File: src/rtl/stopwatch_pkg.sv
// stopwatch_pkg: shared state encoding, field widths and select codes for the stopwatch path.
package stopwatch_pkg;
    typedef enum logic [1:0] {RUN, PAUSE, ADJ} state_t;
    localparam int TIME_W = 6;
    localparam int MAX_VAL_DEF = 59;
    localparam logic SEL_SEC = 1'b1;
    localparam logic SEL_MIN = 1'b0;
    // Anything at or above the top value (including forced illegal values) reloads 0.
    function automatic logic [TIME_W-1:0] inc_wrap(input logic [TIME_W-1:0] v, input logic [TIME_W-1:0] top);
        return (v >= top) ? '0 : v + 1'b1;
    endfunction
endpackage

File: src/rtl/btn_debounce.sv
// btn_debounce: synchronizes a raw button, accepts a level after DB_CYCLES stable samples,
// and emits a one-cycle pulse on each accepted press.
module btn_debounce #(
    parameter int DB_CYCLES = 500000
) (
    input  logic clk,
    input  logic rst_n,
    input  logic btn,
    output logic pulse
);
    localparam int CW = $clog2(DB_CYCLES + 1);
    logic s1, s2, level, level_d;
    logic [CW-1:0] cnt;
    always_ff @(posedge clk or negedge rst_n) begin
        if (!rst_n) begin
            s1 <= 1'b0;
            s2 <= 1'b0;
            level <= 1'b0;
            level_d <= 1'b0;
            cnt <= '0;
            pulse <= 1'b0;
        end else begin
            s1 <= btn;
            s2 <= s1;
            // Any sample agreeing with the accepted level restarts the stability count.
            if (s2 == level)
                cnt <= '0;
            else if (cnt == CW'(DB_CYCLES - 1)) begin
                cnt <= '0;
                level <= s2;
            end else
                cnt <= cnt + 1'b1;
            level_d <= level;
            pulse <= level & ~level_d;
        end
    end
endmodule

File: src/rtl/stopwatch_ctrl.sv
// stopwatch_ctrl: run/pause/adjust sequencing and base-60 counting feeding the display driver.
module stopwatch_ctrl
    import stopwatch_pkg::*;
#(
    parameter int DB_CYCLES = 500000,
    parameter int MAX_VAL = MAX_VAL_DEF
) (
    input  logic              clk,
    input  logic              rst_n,
    input  logic              tick_1hz,
    input  logic              tick_2hz,
    input  logic              btn_pause,
    input  logic              btn_clear,
    input  logic              sw_adj,
    input  logic              sw_sel,
    output logic [TIME_W-1:0] min,
    output logic [TIME_W-1:0] sec,
    output logic              adjust,
    output logic              selection,
    output logic              paused
);
    localparam logic [TIME_W-1:0] TOP = TIME_W'(MAX_VAL);
    logic pause_p, clear_p, paused_next;
    logic [1:0] adj_sync, sel_sync;
    state_t state;

    btn_debounce #(.DB_CYCLES(DB_CYCLES)) u_pause (.clk(clk), .rst_n(rst_n), .btn(btn_pause), .pulse(pause_p));
    btn_debounce #(.DB_CYCLES(DB_CYCLES)) u_clear (.clk(clk), .rst_n(rst_n), .btn(btn_clear), .pulse(clear_p));

    // A toggle taken while adjusting is held in paused and applied when ADJ is left.
    assign paused_next = paused ^ pause_p;

    always_ff @(posedge clk or negedge rst_n) begin
        if (!rst_n) begin
            adj_sync <= '0;
            sel_sync <= '0;
            adjust <= 1'b0;
            selection <= 1'b0;
            paused <= 1'b0;
            state <= RUN;
            min <= '0;
            sec <= '0;
        end else begin
            adj_sync <= {adj_sync[0], sw_adj};
            sel_sync <= {sel_sync[0], sw_sel};
            adjust <= adj_sync[1];
            selection <= sel_sync[1];
            paused <= paused_next;
            state <= adj_sync[1] ? ADJ : (paused_next ? PAUSE : RUN);
            if (clear_p) begin
                min <= '0;
                sec <= '0;
            end else if (state == ADJ && tick_2hz) begin
                if (selection == SEL_SEC)
                    sec <= inc_wrap(sec, TOP);
                else
                    min <= inc_wrap(min, TOP);
            end else if (state == RUN && tick_1hz) begin
                sec <= inc_wrap(sec, TOP);
                if (sec >= TOP)
                    min <= inc_wrap(min, TOP);
            end
        end
    end
endmodule

File: config.mk
export PLATFORM = sky130hd
export DESIGN_NAME = stopwatch_ctrl
export DESIGN_NICKNAME = d
export VERILOG_FILES = /design/src/rtl/stopwatch_pkg.sv /design/src/rtl/btn_debounce.sv /design/src/rtl/stopwatch_ctrl.sv
export SDC_FILE = /design/constraint.sdc
export NUM_CORES = 1
export LEC_CHECK = 0
export BUFFER_PORTS_ARGS = -buffer_cell sky130_fd_sc_hd__buf_4
export CAP_MARGIN = 30
export CORE_ASPECT_RATIO = 0.6
export CORE_MARGIN = 2
export CORE_UTILIZATION = 64
export CTS_CLUSTER_SIZE = 16
export DETAILED_ROUTE_END_ITERATION = 10
export GPL_TIMING_DRIVEN = 0
export PLACE_DENSITY = 0.85
export SYNTH_ARGS = -nofsm -noshare
export SYNTH_HDL_FRONTEND = slang
export SYNTH_HIERARCHICAL = 1
export SYNTH_SLANG_ARGS = --single-unit
export TNS_END_PERCENT = 100
File: constraint.sdc
create_clock -name clk -period 5.22 [get_ports clk]
set_clock_uncertainty 0.15 [all_clocks]
set_input_delay 0 -clock clk [delete_from_list [all_inputs] [get_ports clk]]
set_output_delay 0 -clock clk [all_outputs]
set_load 0.02 [all_outputs]
==> results.md, run 1 <==
- Max Cap Viol: 0
- Largest net degree at the start of global routing: 69
- Die Ht: 58.9 um
- RSZ-0062 raised after global routing: false
- FILL cells: 307
- FF-to-FF path depth: 4
- Final Hold Fails: 0
- Routability Congestion: 0.814
- Vias/cell: 5.88
- Number of synthesized flops with an enable pin: 0
- Post-synthesis cell type count: 46
- Final Non-Filler Cells: 406
- Rows: 19
- CP arrival: 2.39 ns
- Peak supply drop: 0.000292 V
- DP HPWL: 4330 um
- H-tree depth: 3
- Synth top area share: 53.0%
- Power density cells: 330 mW/mm^2
- Top FF cell, synth: dfrtp_1
- Crit path to: u_clear/level
- Sequential share of the synthesized area: 53.0%
- Final setup fails: 0
- Worst setup margin: 2.90 ns
- Post-synth ARST share: 100%
- Crit. End Element: register
- Class of the most critical setup path: register to register
- Nets: 351
- Sink Count: 68
- DR pass1 iterations: 4
- Total grt overflow: 0
- Port Buffers: 22
- Num CTS Buffers: 9
- DIE AREA: 0.00562 mm^2
- Setup crit start: u_clear/cnt[9]
- Most numerous cell in the Yosys netlist: dfrtp_1
- Worst Path Required: 5.29 ns
- Antenna fix cells: 0
- Pre-CTS WS: 2.99 ns
- Area Growth Syn to Fin: 14.4%
- Leak pwr: 1.58 nW
- Slowest stage cell, crit path: nor4_1
- HP Class: input pin to register
- YS warnings: 6
- Initial antenna violation count: 0
- IO Pins: 23
- Post-CTS Resized: 0
- Worst R2R Setup Slack: 2.90 ns
- Clock root cell: clkbuf_8
- Status: complete, no violations
- Routed length per instance: 15.5 um
- CTS tree: done
- Worst R2R End: u_clear/level
- Routed via count: 2388
- Top cells by area, synth: dfrtp_1 53%, xnor2_1 7.1%, nor2_1 4.8%
- CTS max path bufs: 2
- Relative slew margins: 40.3%
- #FFs+latches synth: 68
- Share of layout cells above drive strength 1: 15.7%
- Tmin final: 2.32 ns
- Max Freq: 0.431 GHz
- Clk_lat worst skew: 0.34 ns
- DRC Markers: 0
- Startpoint Class: register
- Max incr delay on CP: 0.58 ns
- Overall track demand over capacity in global routing: 25.5%
- Vias in the first global route: 2298
- Crit path max fanout: 5
- Final WL: 6310 um
- Cell accounting for the most synthesized area: dfrtp_1
- First DRT Iteration DRCs: 153
- Crit path top cell by count: nor4_1
- Crit-path cells: nor4_1 > nand4_1 > nor4_1 > mux2_2
- Worst reg2reg path startpoint: u_clear/cnt[9]
- Gate count of the mapped netlist: 301
- Setup TNS Final: 0 ns
- Mapped Area: 0.00321 mm^2
- Final Max Slew Viols: 0
- ANT nets after route: 0
- Period utilization: 44.5%
- Worst-margin pin slew: 0.873 ns
- Top cells by count, synth: 68 x dfrtp_1, 41 x nor2_1, 26 x xnor2_1
- Core Area: 0.00471 mm^2
- Syn_nets: 313
- First-pass GRT wire length: 10900 um
- Total power: 1.22 mW
- Worst-path clk slew: 0.07 ns
- Placed cells: 386
- Hold path start: tick_1hz
- Die X: 95.5 um
- Initial Util: 68.3%
- Avg Synthesized Cell Area: 10.7 um^2
## critical path: cells and delay by family (launching register included)
kind	cells	cell delay, ns
simple gates	3	1.21
flops	1	0.44
mux	1	0.40
## layout make-up
type / count / area (um^2) / area share [%]
Buffer: 6 / 35.0 / 0.953
Clock buffer: 14 / 163 / 4.42
Clock inverter: 1 / 7.51 / 0.204
Inverter: 12 / 45.0 / 1.22
Multi-Input combinational cell: 215 / 1430 / 38.9
Sequential cell: 68 / 1700 / 46.3
Tap cell: 63 / 78.8 / 2.14
Timing Repair Buffer: 27 / 215 / 5.85
## cell families (layout without fill, tap and decap cells)
logic type / after synthesis / in the layout / share of synthesized area [%]
and+or+nand+nor: 135 / 135 / 22.6
DFF: 68 / 68 / 53.0
AOI/OAI and AO/OA: 39 / 39 / 9.93
xor gates and xnor gates: 31 / 31 / 8.45
buffers and inverters: 18 / 60 / 2.49
muxes: 6 / 6 / 1.99
adders and majority gates: 4 / 4 / 1.56
## placed cells by master (no fill, tap or decap), types with 3 or more instances in the layout
cell type / netlist / final
clkbuf_8: 0 / 11
buf_4: 2 / 24
or3_1: 4 / 4
o21ai_0: 10 / 10
xor2_1: 5 / 5
clkbuf_1: 0 / 3
dfrtp_1: 68 / 68
buf_2: 3 / 3
a21oi_1: 7 / 7
inv_1: 11 / 11
xnor2_1: 26 / 26
nor2_1: 41 / 41
nand4_1: 8 / 8
nand2_1: 17 / 17
and3_1: 3 / 3
mux2i_1: 3 / 3
ha_1: 4 / 4
dlygate4sd3_1: 0 / 5
nor4_1: 11 / 11
mux2_2: 3 / 3
nor3_1: 9 / 9
nand3_1: 21 / 21
o31ai_1: 3 / 3
nor2b_1: 6 / 6
## worst min-delay path by stage
stage	to	cells past startpoint
CTS	sec[1]	5
global route	sec[1]	5
global placement	sel_sync[0]	1
floorplan	adj_sync[0]	0
finish	sec[1]	5
detailed placement	sel_sync[0]	1
## flip-flops by register name (all words and copies together) (netlist names), 2 cells and up
name,cells
min,6
sec,6
adj_sync,2
u_pause/cnt,19
sel_sync,2
u_clear/cnt,19
## power breakdown
part | leakage [nW] | internal, mW | switching, mW
Combinational | 0.597 | 0.0979 | 0.121
Clock | 0.0828 | 0.196 | 0.180
Sequential | 0.899 | 0.568 | 0.0530
Total | 1.58 | 0.862 | 0.353
## stage by stage
stage | cell area (um^2) | utilization [%] | hold WS (ns)
after floorplan | 3210 | - | -0.446
after global placement | 3460 | 73.4 | -0.0406
after detailed placement | 3460 | 73.4 | -0.0396
after CTS | 3680 | 78.1 | 0.0362
after global routing | 3680 | 78.1 | 0.0753
final | 3680 | 78.1 | 0.0668
## routing by layer
metal	part of all wire [%]	GRT usage [%]	wire length, um	vias up
met3	4.6	7.68	291	7
met4	0.70	6.53	44	0
li1	-	-	-	1150
met5	0	0	0	-
met1	48	35.5	3050	1173
met2	46	40.0	2920	58
## what timing repair did
action,in CTS,in global routing
hold buffers,5,0
hold endpoints to repair,72,0
buffers inserted,0,0
No activity file was read; power rests on OpenSTA's default activity.
==> run 2: changes to the inputs <==
Settings changed: ABC_AREA from default to 1, CORE_UTILIZATION 64 to 60, PLACE_DENSITY 0.85 to 0.8.
Clock period 5.22 ns to 2.2 ns, I/O delays scaled along.
==> run 2 against run 1 <==
Combinational power rose to 2.9 times the previous value. Routed wire length up 15%. Critical endpoint is now u_clear/cnt[5]. Highest routed layer unchanged. Synthesized cell count up 42%. Worst hold slack better by 0.0077 ns. Die area up 14%.
==> results.md, run 2 <==
- Startpoint Class: register
- Register area: 0.00170 mm^2 (unchanged)
- Die Ht: 62.9 um (+6.8%)
- Placed Area: 0.00373 mm^2 (+7.9%)
- Routed via count: 2868 (+20%)
- Avg Synthesized Cell Area: 8.13 um^2 (-24%)
- Number of synthesized flops with an enable pin: 0 (unchanged)
- Worst reg2reg path startpoint: u_clear/cnt[0]
- First-pass GRT wire length: 12400 um (+14%)
- DP HPWL: 5190 um (+20%)
- #FFs+latches synth: 68 (unchanged)
- Peak supply drop: 0.000415 V (+42%)
- Nets: 477 (+36%)
- Max Freq: 0.570 GHz (+32%)
- Setup TNS Final: 0 ns (unchanged)
- Gate count of the mapped netlist: 426 (+42%)
- FF-to-FF path depth: 6 (+2)
- Total grt overflow: 0 (unchanged)
- First DRT Iteration DRCs: 204 (+33%)
- Cell area after layout: 0.00398 mm^2 (+8.3%)
- Area Growth Syn to Fin: 14.9%
- Final Hold Fails: 0 (unchanged)
- Antenna fix cells: 0 (unchanged)
- Num CTS Buffers: 9 (unchanged)
- Routed length per instance: 13.1 um (-15%)
- HP Class: input pin to register
- Max incr delay on CP: 0.39 ns (-0.19 ns)
- Largest delay share family, worst path: simple AND/OR/NAND/NOR gates
- Mapped Area: 0.00346 mm^2 (+7.8%)
- Hold Worst Slack: 0.0744 ns (+0.00768 ns)
- Period utilization: 79.8% (+35 points)
- Relative slew margins: 44.6% (+4.3 points)
- Most numerous cell in the Yosys netlist: nand2_1
- DR pass1 iterations: 5 (+1)
- Rows: 21 (+2)
- Routability Congestion: 0.970 (+19%)
- Worst-margin pin slew: 0.832 ns (-0.0417 ns)
- Sink Count: 68 (unchanged)
- Flop pwr share: 47.5% (-3.6 points)
- Post-synth ARST share: 100% (unchanged)
- Share of layout cells above drive strength 1: 17.0% (+1.3 points)
- Worst-path clk slew: 0.08 ns (about the same)
- Max Cap Viol: 0 (unchanged)
- Final Max Slew Viols: 0 (unchanged)
- Switching share of power: 32.0% (+2.9 points)
- Worst Path Required: 2.28 ns (-3.01 ns)
- Hold Path Sink: sec[2]
- DIE AREA: 0.00642 mm^2 (+14%)
- Crit-path cells: ha_1 > nand2_1 > nor2_1 > nand3_2 > nand2_1 > nor2_1
- Syn_nets: 438 (+40%)
- Hold path start: tick_2hz
- Overall track demand over capacity in global routing: 25.3% (-0.29 points)
- Post-CTS Resized: 0 (unchanged)
- Worst R2R End: u_clear/cnt[5]
- Most frequent cells in the layout: 88 x nand2_1, 82 x nor2_1, 68 x dfrtp_1
- Final WL: 7230 um (+15%)
- Fin util: 71.5% (-6.6 points)
- Final setup fails: 0 (unchanged)
- Most common cell after layout, fill and taps aside: nand2_1
- Largest net degree at the start of global routing: 69 (unchanged)
- Die X: 102 um (+6.9%)
- Tmin final: 1.75 ns (-0.566 ns)
- Comb pwr share: 20.0% (+2.0 points)
- H-tree depth: 3 (unchanged)
- Cell accounting for the most synthesized area: dfrtp_1
- Worst path buffer plus inverter count: 0 (unchanged)
- Clock root cell: clkbuf_8
- Worst R2R Setup Slack: 0.45 ns (-2.45 ns)
- Post-synthesis cell type count: 27 (-41%)
- Vias/cell: 5.21 (-11%)
- Crit. End Element: register
- Vias in the first global route: 2709 (+18%)
- Hold path depth: 7 (+2)
- RSZ-0062 raised after global routing: false
- Top cells by area, synth: dfrtp_1 49%, nand2_1 9.5%, nor2_1 8.9%
- ANT nets after route: 0 (unchanged)
- CTS tree: done
- Slowest stage cell, crit path: dfrtp_1
- IO Pins: 23 (unchanged)
- Initial Util: 62.2% (-6.1 points)
- Clk_lat worst skew: 0.35 ns (about the same)
- DRC Markers: 0 (unchanged)
- Port Buffers: 22 (unchanged)
- Synth top area share: 49.1% (-3.8 points)
- Status: complete, no violations
- Psw: 1.00 mW (+180%)
- P_int: 2.14 mW (+150%)
- FILL cells: 430 (+40%)
- Total power: 3.14 mW (+160%)
- YS warnings: 6 (unchanged)
- Top cells by count, synth: 88 x nand2_1, 82 x nor2_1, 68 x dfrtp_1
- Sequential share of the synthesized area: 49.1% (-3.8 points)
- CTS max path bufs: 2 (unchanged)
- Power density cells: 789 mW/mm^2 (+140%)
- Crit path max fanout: 7 (+2)
- Multi-input logic area: 0.00156 mm^2 (+8.9%)
- Biggest regs: u_clear/cnt (19), u_pause/cnt (19)
- Core Area: 0.00557 mm^2 (+18%)
- Class of the most critical setup path: register to register
- Leak pwr: 1.87 nW (+18%)
- Clock Power Share: 32.5% (+1.6 points)
- Top FF cell, synth: dfrtp_1
- CP arrival: 1.83 ns (-0.56 ns)
- Initial antenna violation count: 0 (unchanged)
- Setup crit start: u_clear/cnt[0]
-- run 2: metal layers --
metal	part of all wire, %	vias to the layer above	track usage (%)
met5	0	-	0
met4	1.6	0	9.50
met3	7.7	18	8.05
met2	41	108	35.6
met1	49	1326	36.5
li1	-	1416	-
-- run 2: power by group through the flow --
stage	combinational [mW]	clock (mW)	sequential (mW)
2_1_floorplan	0.268	0	1.60
3_3_place_gp	0.598	0	1.51
3_5_place_dp	0.619	0	1.52
4_1_cts	0.630	1.04	1.49
5_1_grt	0.703	1.11	1.52
6_report	0.627	1.02	1.49
-- run 2: metrics by stage --
stage | setup WS [ns] | instances
after floorplan | 0.652 | 426
after global placement | 0.562 | 528
after detailed placement | 0.544 | 528
after CTS | 0.488 | 550
after global routing | 0.285 | 550
final | 0.445 | 550
-- run 2: worst max-delay path by stage --
stage	to	slack, ns	depth (start not counted)
3_5_place_dp	u_clear/cnt[17]	0.54	6
2_1_floorplan	min[2]	0.65	7
5_1_grt	u_clear/cnt[5]	0.28	6
4_1_cts	u_clear/cnt[5]	0.49	6
3_3_place_gp	u_clear/cnt[5]	0.56	6
6_report	u_clear/cnt[5]	0.45	6
-- run 2: layout make-up --
| type | instances | area share [%] |
|---|---|---|
| flip-flops and latches | 68 | 42.7 |
| multi-input cells | 304 | 39.2 |
| repair buffers | 28 | 5.66 |
| inverters | 54 | 5.12 |
| clock buffers | 10 | 3.21 |
| well taps | 80 | 2.51 |
| clock inverters | 6 | 1.60 |
-- run 2: tightest hold or removal path: stages --
cell and delay, ns:
buf_4 0.11, nand2_1 0.06, nor2_1 0.05, nand2_1 0.06, nand2_2 0.12, nand2_1 0.09, nand2_1 0.05
-- run 2: cell families after synthesis --
group	after synthesis	share of synthesized area (%)
flops	68	49.1
compound gates	26	3.90
xor+xnor	20	5.49
fa+ha+maj	4	1.44
simple gates	254	34.2
buf+inv	54	5.89
-- run 2: timing repair --
| item | in CTS | in global routing |
|---|---|---|
| endpoints found under the setup margin | 0 | 0 |
| setup buffers | 0 | 0 |
| hold buffers | 6 | 0 |
| endpoints found under the hold margin | 76 | 0 |
